==> src/rtl/decoder_sweep_ctrl.sv <==
// rtl/decoder_sweep_ctrl.sv - exhaustive ABCD sweep sequencer for the decoder-tree evaluator
// Drives codes 0..15, captures F into a truth table and compares it with EXPECT_MASK.
module decoder_sweep_ctrl #(
   parameter logic [15:0] EXPECT_MASK = 16'h0DD0,
   parameter int          SETTLE      = 2,
   parameter bit          F_INV       = 1'b0
) (
   input  logic        clk,
   input  logic        rst_n,
   input  logic        start,
   input  logic        abort,
   input  logic        f_in,
   output logic        dec_en,
   output logic [3:0]  dec_abcd,
   output logic        busy,
   output logic        done,
   output logic        pass,
   output logic [15:0] table_out,
   output logic        fail_valid,
   output logic [3:0]  fail_idx
);

   typedef enum logic [2:0] {IDLE, DRIVE, SAMPLE, CHECK, DONE} state_t;

   localparam logic [3:0] SETTLE_M1 = 4'(SETTLE - 1);

   state_t      state;
   logic [3:0]  idx;
   logic [3:0]  cnt;
   logic [15:0] diff;

   assign diff = table_out ^ EXPECT_MASK;

   // Lowest mismatching code wins, so scan from the top down.
   function automatic logic [3:0] lowest_set(input logic [15:0] v);
      logic [3:0] r;
      r = 4'd0;
      for (int i = 15; i >= 0; i--) begin
         if (v[i]) r = 4'(i);
      end
      return r;
   endfunction

   always_ff @(posedge clk or negedge rst_n) begin
      if (!rst_n) begin
         state      <= IDLE;
         idx        <= 4'd0;
         cnt        <= 4'd0;
         dec_en     <= 1'b0;
         dec_abcd   <= 4'd0;
         busy       <= 1'b0;
         done       <= 1'b0;
         pass       <= 1'b0;
         table_out  <= 16'd0;
         fail_valid <= 1'b0;
         fail_idx   <= 4'd0;
      end else begin
         done <= 1'b0;
         if (state != IDLE && abort) begin
            // Partial table is kept for debug; pass/fail stay as cleared at start.
            state    <= IDLE;
            dec_en   <= 1'b0;
            dec_abcd <= 4'd0;
            busy     <= 1'b0;
         end else begin
            case (state)
               IDLE: begin
                  if (start) begin
                     state      <= DRIVE;
                     idx        <= 4'd0;
                     cnt        <= SETTLE_M1;
                     table_out  <= 16'd0;
                     pass       <= 1'b0;
                     fail_valid <= 1'b0;
                     fail_idx   <= 4'd0;
                     busy       <= 1'b1;
                     dec_en     <= 1'b1;
                     dec_abcd   <= 4'd0;
                  end
               end
               DRIVE: begin
                  if (cnt == 4'd0) state <= SAMPLE;
                  else             cnt   <= cnt - 4'd1;
               end
               SAMPLE: begin
                  table_out[idx] <= f_in ^ F_INV;
                  if (idx == 4'd15) begin
                     state  <= CHECK;
                     dec_en <= 1'b0;
                  end else begin
                     idx      <= idx + 4'd1;
                     dec_abcd <= idx + 4'd1;
                     cnt      <= SETTLE_M1;
                     state    <= DRIVE;
                  end
               end
               CHECK: begin
                  pass       <= (table_out == EXPECT_MASK);
                  fail_valid <= |diff;
                  fail_idx   <= lowest_set(diff);
                  done       <= 1'b1;
                  state      <= DONE;
               end
               DONE: begin
                  state    <= IDLE;
                  busy     <= 1'b0;
                  dec_abcd <= 4'd0;
               end
               default: state <= IDLE;
            endcase
         end
      end
   end

endmodule
==> config.mk <==
export PLATFORM = sky130hd
export DESIGN_NAME = decoder_sweep_ctrl
export DESIGN_NICKNAME = d
export VERILOG_FILES = /design/src/rtl/decoder_sweep_ctrl.sv
export SDC_FILE = /design/constraint.sdc
export NUM_CORES = 1
export LEC_CHECK = 0
export BUFFER_PORTS_ARGS = -buffer_cell sky130_fd_sc_hd__buf_2
export CAP_MARGIN = 30
export CORE_MARGIN = 5
export CORE_UTILIZATION = 30
export DETAILED_ROUTE_END_ITERATION = 10
export HOLD_SLACK_MARGIN = 0.12
export SYNTH_ARGS = -nofsm -noshare
export SYNTH_HDL_FRONTEND = slang
export SYNTH_SLANG_ARGS = --single-unit
==> constraint.sdc <==
create_clock -name clk -period 2.33 [get_ports clk]
set_clock_uncertainty 0.1 [all_clocks]
set_input_delay 0.1165 -clock clk [delete_from_list [all_inputs] [get_ports clk]]
set_output_delay 0.1165 -clock clk [all_outputs]
set_load 0.05 [all_outputs]
=== After elaboration in Yosys (flattened, before gate mapping) ===
Index checks and enable logic that the tools add are counted.

* $add $sub $neg: 2
* Equality and inequality tests: 13
* Bitwise logic cells: 2
* Multiplexer cells: 47
* Magnitude comparators: 2
* Reduce and logical (&&, ||, !) cells: 20

{| class="wikitable"
|+ Operator list
! cell !! number
|-
| two-way mux 4 bit || 22
|-
| case mux 16 bit (2 select lines) || 1
|-
| case mux 4 bit (3 select lines) || 2
|-
| bitwise mux 16 bit || 1
|-
| equality test 16 x 12 -> 1 bit (second input constant) || 1
|-
| two-way mux 16 bit || 1
|-
| case mux 4 bit (2 select lines) || 2
|-
| OR reduction 16 bit || 1
|-
| inequality test 3 bit (second input constant) || 4
|-
| case mux 3 bit (4 select lines) || 1
|-
| AND reduction 3 bit || 4
|-
| nonzero test 3 bit || 4
|-
| two-way mux 3 bit || 3
|-
| two-way mux 1 bit || 8
|-
| case mux 1 bit (2 select lines) || 4
|-
| equality test 3 x 2 -> 1 bit (second input constant) || 2
|-
| inequality test 2 bit (second input constant) || 3
|-
| inverter 6 bit || 1
|-
| < comparator 4 x 5 -> 1 bit (second input constant) || 1
|-
| AND reduction 5 bit || 1
|-
| adder 4 x 1 -> 4 bit (second input constant) || 1
|-
| demux 1 bit (select 4 bit) || 1
|-
| equality test 4 bit (second input constant) || 1
|-
| greater-or-equal comparator 4 x 1 -> 1 bit (second input constant) || 1
|-
| 12 further kinds || 15
|}

* Register bits: 40

=== Depth between registers and ports, before layout ===
Gate-level depths: netlist of the first run.

* Depth after elaboration: 17
* Mapped depth: 7
* Mapped depth without buffers: 6

=== Least setup slack after synthesis of the first run ===
Ideal clock, no wire load.

* Kind: register -> register
* Start point: reg state[1]
* End point: reg cnt[2]
* Arrival time: 1.627 ns
* Path slack: 0.526 ns
* Required time: 2.152 ns
* Path buffers: 1
* Setup time: 0.078 ns
* Cell stages (with the launch flop): 6
* Cells stage by stage: dfrtp_1 -> buf_6 -> or3b_4 -> a211o_1 -> or4_1 -> a21oi_1

* Word-level cells in the longest chain between the ends: 4
* Elaborated cells on any way between the ends: 12

{| class="wikitable"
|+ RTL lines
! what !! line !! RTL
|-
| start: declaration || 27 || <nowiki>state_t state;</nowiki>
|-
| start signal: assignment || 46 || <nowiki>state <= IDLE;</nowiki>
|-
| start signal: assignment || 61 || <nowiki>state <= IDLE;</nowiki>
|-
| start signal: assignment || 69 || <nowiki>state <= DRIVE;</nowiki>
|-
| parallel branches: the longest is 4 deep, another holds AND reduction 5 bit || - ||
|-
| end signal: assignment || 83 || <nowiki>else cnt <= cnt - 4'd1;</nowiki>
|-
| end: declaration || 29 || <nowiki>logic [3:0] cnt;</nowiki>
|}

Parallel ways; which one is timed is not known.
A chain may end at the register's enable or synchronous reset.

=== Final worst setup path of the first run ===
* Start point: reg idx[0]
* End point: reg dec_abcd[3]

* Word-level cells in the longest chain between the ends: 4
* Elaborated cells on any way between the ends: 7

{| class="wikitable"
|+ RTL lines
! what !! line !! RTL
|-
| start: declaration || 28 || <nowiki>logic [3:0] idx;</nowiki>
|-
| start signal: assignment || 91 || <nowiki>idx <= idx + 4'd1;</nowiki>
|-
| adder 4 x 1 -> 4 bit || 92 || <nowiki>dec_abcd <= idx + 4'd1;</nowiki>
|-
| two-way mux 4 bit || 87 || <nowiki>if (idx == 4'd15) begin</nowiki>
|-
| case mux 4 bit (3 select lines) || 66 || <nowiki>case (state)</nowiki>
|-
| two-way mux 4 bit || 59 || <nowiki>if (state != IDLE && abort) begin</nowiki>
|-
| end signal: assignment || 92 ||
|-
| end: declaration || 14 || <nowiki>output logic [3:0] dec_abcd,</nowiki>
|}

Parallel ways exist; a longest one is shown, timed or not. The select of a mux whose other input is x is not followed.

==> out/qor.yml, run 1 <==
setup_path:
  endpoint_kind: "flip-flop"
  critPathMaxFanout: 12
  worstPathRequired_ps: 2410
  crit_path_start_kind: "flip-flop"
  critPathMaxStageDelay_ps: 450
  slowest_stage: "ha_1"
  worstPathArrival_ps: 2140
  crit_chain: "ha_1 > nand4_1 > o211ai_1 > inv_1 > a22o_1"
  path_class: "reg2reg"
die:
  dieArea_um2: 9120
  start_util_pct: 30.6
  rows: 31
  die_w_um: 95.5
  core_area_um2: 7180
  io-pin-count: 34
  die_h_um: 95.5
grt:
  grt_pass1_vias: 1925
  grt-ovfl-total: 0
  grt_pass1_wl_um: 9560
  grt_max_degree: 41
  antenna_found_initial: 0
  grt.total_usage_pct: 13.3
route:
  drt_iter0_drc: 197
  drtAntennaViolNets: 0
  dr.pass1.iters: 4
  drc: 0
  detail_route.wl_per_cell_um: 15.1
  num_vias: 1972
  viasPerCell: 5.27
  wirelength_um: 5650
sta:
  finalSetupViolCount: 0
  drv_slew: 0
  fmax_mhz: 485
  fin_crit_ps: 2060
  fin_crit_sh_pct: 88.5
  slew_headroom_pct: 37.1
  tns_ps: 0
  rsz0062_at_grt: "no"
  tightestPinTransition_ps: 937
  hold_violations: 0
placement:
  place_hpwl_um: 4000
  io_buffers: 33
  gp_congestion: 0.831
  dp.cells: 363
  placed_area_um2: 2440
finish:
  fin_cells: 374
  drive_above_1_share_pct: 18.5
  antennaDiodeCount: 0
  design_area_um2: 2560
  mostFrequentLayoutCells: "40 x dfrtp_1, 33 x buf_2, 25 x o21ai_0, 21 x nand2_1, 17 x a21oi_1"
  layout.nets: 285
  areaGrowthSynthToFinish_pct: 16.8
  nFillCells: 730
  fin_util_pct: 35.7
  layout_commonest_cell: "dfrtp_1"
logic_synthesis:
  synthCells: 243
  yosysSeqAreaShare_pct: 45.6
  synth_ff_type: "dfrtp_1"
  ys_seq_elements: 40
  synth.cell_area_um2: 2190
  synthMuxAreaShare_pct: 0.913
  async_reset_ff_share_pct: 100
  synthSimpleGateAreaFrac_pct: 20.4
  syn-num-nets: 254
  synth_top_area_share_pct: 45.6
  ys.warnings.count: 0
  synthAdderAreaFrac_pct: 3.42
  yosys-top-cells-area: "dfrtp_1 46%, o21ai_0 5.7%, a21oi_1 3.9%"
  synthXorXnorAreaFrac_pct: 0.799
  synth_cell_types: 47
  synth-compound-area-share_pct: 22.9
  synth_top_family_by_area: "compound AO/OA/AOI/OAI gates"
  synth_edf_count: 0
  yosysTopAreaCell: "dfrtp_1"
  syn_avg_cell_area_um2: 9.03
power:
  leakage_nw: 1.28
  ir_drop_uv: 241
  p_total_mw: 2.01
  power_density_nw_per_um2: 785
cts:
  root_buffer: "clkbuf_8"
  htreeDepth: 2
  clockBufferDepth: 2
  cts_sinks: 40
  numCtsBuffers: 5
  cts.clk_slew.worst_paths_ps: 80
  insertion_delay_ps: 290
  tritoncts: "built"
worst_hold_path:
  hold_class: "in2reg"
run:
  cap_violations: 0
outcome:
  run_status: "completed"
==> sequential cells by signal, summed over array words and instances, names as in the netlist <==
name / flops
busy: 1
table_out: 16
idx: 4
state: 3
pass: 1
fail_idx: 4
fail_valid: 1
dec_en: 1
done: 1
dec_abcd: 4
cnt: 4
==> critical path: cells and delay by family, from the launching register on <==
kind	cells	cell delay (ps)
AO/OA/AOI/OAI	2	580
adder cells (fa/ha/maj)	1	450
buffers and inverters	1	170
flip-flops	1	410
AND/OR/NAND/NOR	1	240
==> worst paths after layout <==
path,startpoint,end,slack [ps],cells after the start
max in group asynchronous,rst_n,dec_abcd[3]$_DFFE_PN0P_,1180,2
setup / recovery,idx[0]$_DFFE_PN0P_,dec_abcd[3]$_DFFE_PN0P_,270,5
min in group asynchronous,rst_n,dec_abcd[1]$_DFFE_PN0P_,390,2
setup reg to reg,idx[0]$_DFFE_PN0P_,dec_abcd[3]$_DFFE_PN0P_,270,5
hold reg to reg,fail_idx[3]$_DFFE_PN0P_,fail_idx[3]$_DFFE_PN0P_,380,2
hold / removal,abort,dec_en$_DFFE_PN0P_,200,4
==> cell families (layout without fill, tap and decap cells) <==
logic type	count (synthesis)	count (layout)
compound gates	78	78
xor+xnor	2	2
fa+ha+maj	6	6
buf+inv	32	64
flops	40	40
mux	2	2
simple gates	83	83
==> routing by layer <==
layer / vias to the layer above / GRT usage [%] / wire [µm]
met1: 982 / 18.1 / 2670
li1: 943 / - / -
met5: - / 0 / 0
met3: 4 / 3.00 / 245
met4: 0 / 3.67 / 62
met2: 43 / 21.2 / 2670
==> area by class of cell <==
| class | instances | area (µm²) | share of cell area (%) |
|---|---|---|---|
| timing repair buffer | 40 | 225 | 8.79 |
| tap | 99 | 124 | 4.84 |
| multi-input combinational | 171 | 1060 | 41.5 |
| clock inverter | 3 | 18.8 | 0.733 |
| inverter | 16 | 60.1 | 2.34 |
| clock buffer | 5 | 68.8 | 2.69 |
| sequential | 40 | 1000 | 39.1 |
==> synthesized netlist by cell type (4+ instances only) <==
master and instances:
ha_1 6, dfrtp_1 40, nor4_1 5, a21bo_2 4, nand2_1 21, a21o_1 4
nand4_1 12, nand3_1 5, nor2b_1 8, a21oi_1 17, buf_1 5, clkbuf_1 9
o21ai_0 25, inv_1 16, nor2_1 14, a31oi_1 5, a22o_1 5
==> where the power goes <==
| part | switching, mW | internal [mW] |
|---|---|---|
| Sequential | 0.121 | 0.774 |
| Clock | 0.259 | 0.209 |
| Combinational | 0.431 | 0.218 |
| Total | 0.810 | 1.20 |
==> per-stage QoR <==
stage / worst slack (ps) / hold WS [ps]
floorplan: 526 / -279
global placement: 358 / 200
detailed placement: 284 / 210
CTS: 280 / 193
global route: 41.3 / 224
finish: 269 / 202
==> timing repair <==
| action | 4_1_cts | 5_1_grt |
|---|---|---|
| setup buffers | 0 | 0 |
| endpoints found under the hold margin | 51 | 0 |
| hold buffers | 3 | 0 |
| resized for setup | 0 | 0 |
Power figures use the tool's default switching activity.
==> run 2: changes to the inputs <==
--- a/config.mk
+++ b/config.mk
@@ -11,6 +11,7 @@
 export CORE_UTILIZATION = 30
 export DETAILED_ROUTE_END_ITERATION = 10
 export HOLD_SLACK_MARGIN = 0.12
+export PLACE_DENSITY = 0.59
 export SYNTH_ARGS = -nofsm -noshare
 export SYNTH_HDL_FRONTEND = slang
 export SYNTH_SLANG_ARGS = --single-unit
==> run 2 against run 1 <==
Worst setup slack gained 17 ps. Cell area increased by 2.8%. Sequential share of layout area shrank 1.1 points. Core utilization up 0.99 points. Non-clock buffer count stayed put. Global-route usage fell by 0.38 points. Flip-flop and latch count unchanged. Maximum frequency up 0.86%. Critical path type unchanged. Largest power group unchanged.
==> out/qor.yml, run 2 (same netlist as run 1, synthesis figures left out) <==
setup_path:
  critPathMaxFanout: 16  # +4
  r2r_start: "state[1]$_DFFE_PN0P_"
  crit_chain: "nor2b_1 > o21ai_1 > o21ai_0 > a21bo_2"
  path_class: "reg2reg"
  slowest_stage: "o21ai_1"
  worstPathArrival_ps: 2180  # +40 ps
  startpoint: "state[1]$_DFFE_PN0P_"
  endpoint_kind: "flip-flop"
  critPathMaxStageDelay_ps: 770  # +320 ps
  worstPathRequired_ps: 2470  # +60 ps
  crit_path_start_kind: "flip-flop"
cts:
  htreeDepth: 2  # unchanged
  root_buffer: "clkbuf_8"
  cts_setup_buffers: 0  # unchanged
  cts.clk_slew.worst_paths_ps: 80  # about the same
  cts_sinks: 40  # unchanged
  insertion_delay_ps: 290  # about the same
  clockBufferDepth: 2  # unchanged
  tritoncts: "built"
  numCtsBuffers: 5  # unchanged
placement:
  place_hpwl_um: 3960  # -0.85%
  dp.cells: 363  # unchanged
  dp_worst_setup_slack_ps: 316  # +32.6 ps
  gp_congestion: 0.825  # -0.73%
  placed_area_um2: 2440  # unchanged
  io_buffers: 33  # unchanged
grt:
  grt_pass1_vias: 1875  # -2.6%
  gr-usage-met2_pct: 19.9  # -1.3 points
  grt.total_usage_pct: 12.9  # -0.38 points
  grt_util_met3_pct: 2.92  # -0.079 points
  grt.met1_usage_pct: 17.7  # -0.37 points
  grt_pass1_wl_um: 9280  # -3.0%
  grt-ovfl-total: 0  # unchanged
  antenna_found_initial: 0  # unchanged
  grt_max_degree: 41  # unchanged
  busiest_layer: "met2"
die:
  rows: 31  # unchanged
  core_area_um2: 7180  # unchanged
  dieArea_um2: 9120  # unchanged
  start_util_pct: 30.6  # unchanged
  die_w_um: 95.5  # unchanged
  io-pin-count: 34  # unchanged
  die_h_um: 95.5  # unchanged
power:
  power_density_nw_per_um2: 891  # +13%
  ir_drop_uv: 301  # +25%
  leakage_nw: 1.31  # +2.4%
route:
  dr.pass1.iters: 4  # unchanged
  detail_route.wl_per_cell_um: 14.8  # -1.9%
  num_vias: 1919  # -2.7%
  drtAntennaViolNets: 0  # unchanged
  viasPerCell: 5.13  # -2.7%
  wirelength_um: 5550  # -1.9%
  drc: 0  # unchanged
  drt_iter0_drc: 176  # -11%
run:
  cap_violations: 0  # unchanged
sta:
  layout_setup_ws_ps: 286  # +17.5 ps
  tns_ps: 0  # unchanged
  finalSetupViolCount: 0  # unchanged
  fin_crit_sh_pct: 87.7  # -0.75 points
  rsz0062_at_grt: "no"
  fin_crit_ps: 2040  # -17.5 ps
  slew_headroom_pct: 34.9  # -2.2 points
  fmax_mhz: 489  # +0.86%
  tightestPinTransition_ps: 970  # +33.1 ps
  drv_slew: 0  # unchanged
  whs_ps: 210  # +8.01 ps
  hold_violations: 0  # unchanged
finish:
  multiInputGateArea_um2: 1060  # unchanged
  antennaDiodeCount: 0  # unchanged
  nFillCells: 737  # +0.96%
  fin_cells: 374  # unchanged
  drive_above_1_share_pct: 18.5  # unchanged
  areaGrowthSynthToFinish_pct: 20.0
  largest-register: "table_out"
  design_area_um2: 2630  # +2.8%
  mostFrequentLayoutCells: "40 x dfrtp_1, 33 x buf_2, 25 x o21ai_0, 21 x nand2_1, 17 x a21oi_1"
  register_area_um2: 1000  # unchanged
  largest_reg_flops: 16  # unchanged
  layout_commonest_cell: "dfrtp_1"
  layout.nets: 285  # unchanged
outcome:
  run_status: "completed"
worst_hold_path:
  hold_class: "in2reg"
  hp-start: "abort"
-- run 2: cell types whose count changed in the layout (fill, tap and decap cells not counted) --
cell / delta
clkinv_4: -1
clkinv_2: -2
bufinv_16: +3
-- run 2: critical path, delay by kind of cell (launching register included) --
family           cells  cell delay (ps)
AO/OA/AOI/OAI        3             1200
flip-flops           1              490
AND/OR/NAND/NOR      1              200
-- run 2: repair_timing --
| item | CTS | global route |
|---|---|---|
| hold buffers | 3 | 0 |
| endpoints found under the hold margin | 50 | 0 |
| gates resized for setup | 0 | 0 |
-- run 2: path summary, 6_finish.rpt --
kind                       cells past startpoint  slack [ps]                   endpoint
min in group asynchronous                      2         380    dec_abcd[1]$_DFFE_PN0P_
max                                            4         290  table_out[14]$_DFFE_PN0P_
max in group asynchronous                      2        1190   table_out[6]$_DFFE_PN0P_
max reg2reg                                    4         290  table_out[14]$_DFFE_PN0P_
min                                            4         210           busy$_DFFE_PN0P_
min reg2reg                                    2         390    fail_idx[3]$_DFFE_PN0P_
-- run 2: final cells by class --
type	count	area share, %
well taps	99	4.71
inverters	16	2.28
clock buffers	5	2.61
flip-flops and latches	40	38.0
clock inverters	3	3.42
repair buffers	40	8.56
multi-input cells	171	40.4
-- run 2: metal layers --
layer	vias to the layer above	wire length, µm
li1	944	-
met2	40	2540
met4	0	100
met5	-	0
met3	8	265
met1	927	2640
-- run 2: power by group --
group	leakage [nW]	internal (mW)	switching, mW	total (mW)
clock	0.0784	0.536	0.261	0.797
combinational	0.690	0.217	0.436	0.654
sequential	0.544	0.774	0.121	0.894
total	1.31	1.53	0.818	2.35
-- run 2: metrics by stage --
stage                     total power [mW]  util (%)
after global routing                  2.47      36.7
final                                 2.35      36.7
after CTS                             2.36      36.7
after detailed placement              1.55      34.1
after floorplan                       1.38         -
after global placement                1.54      34.1
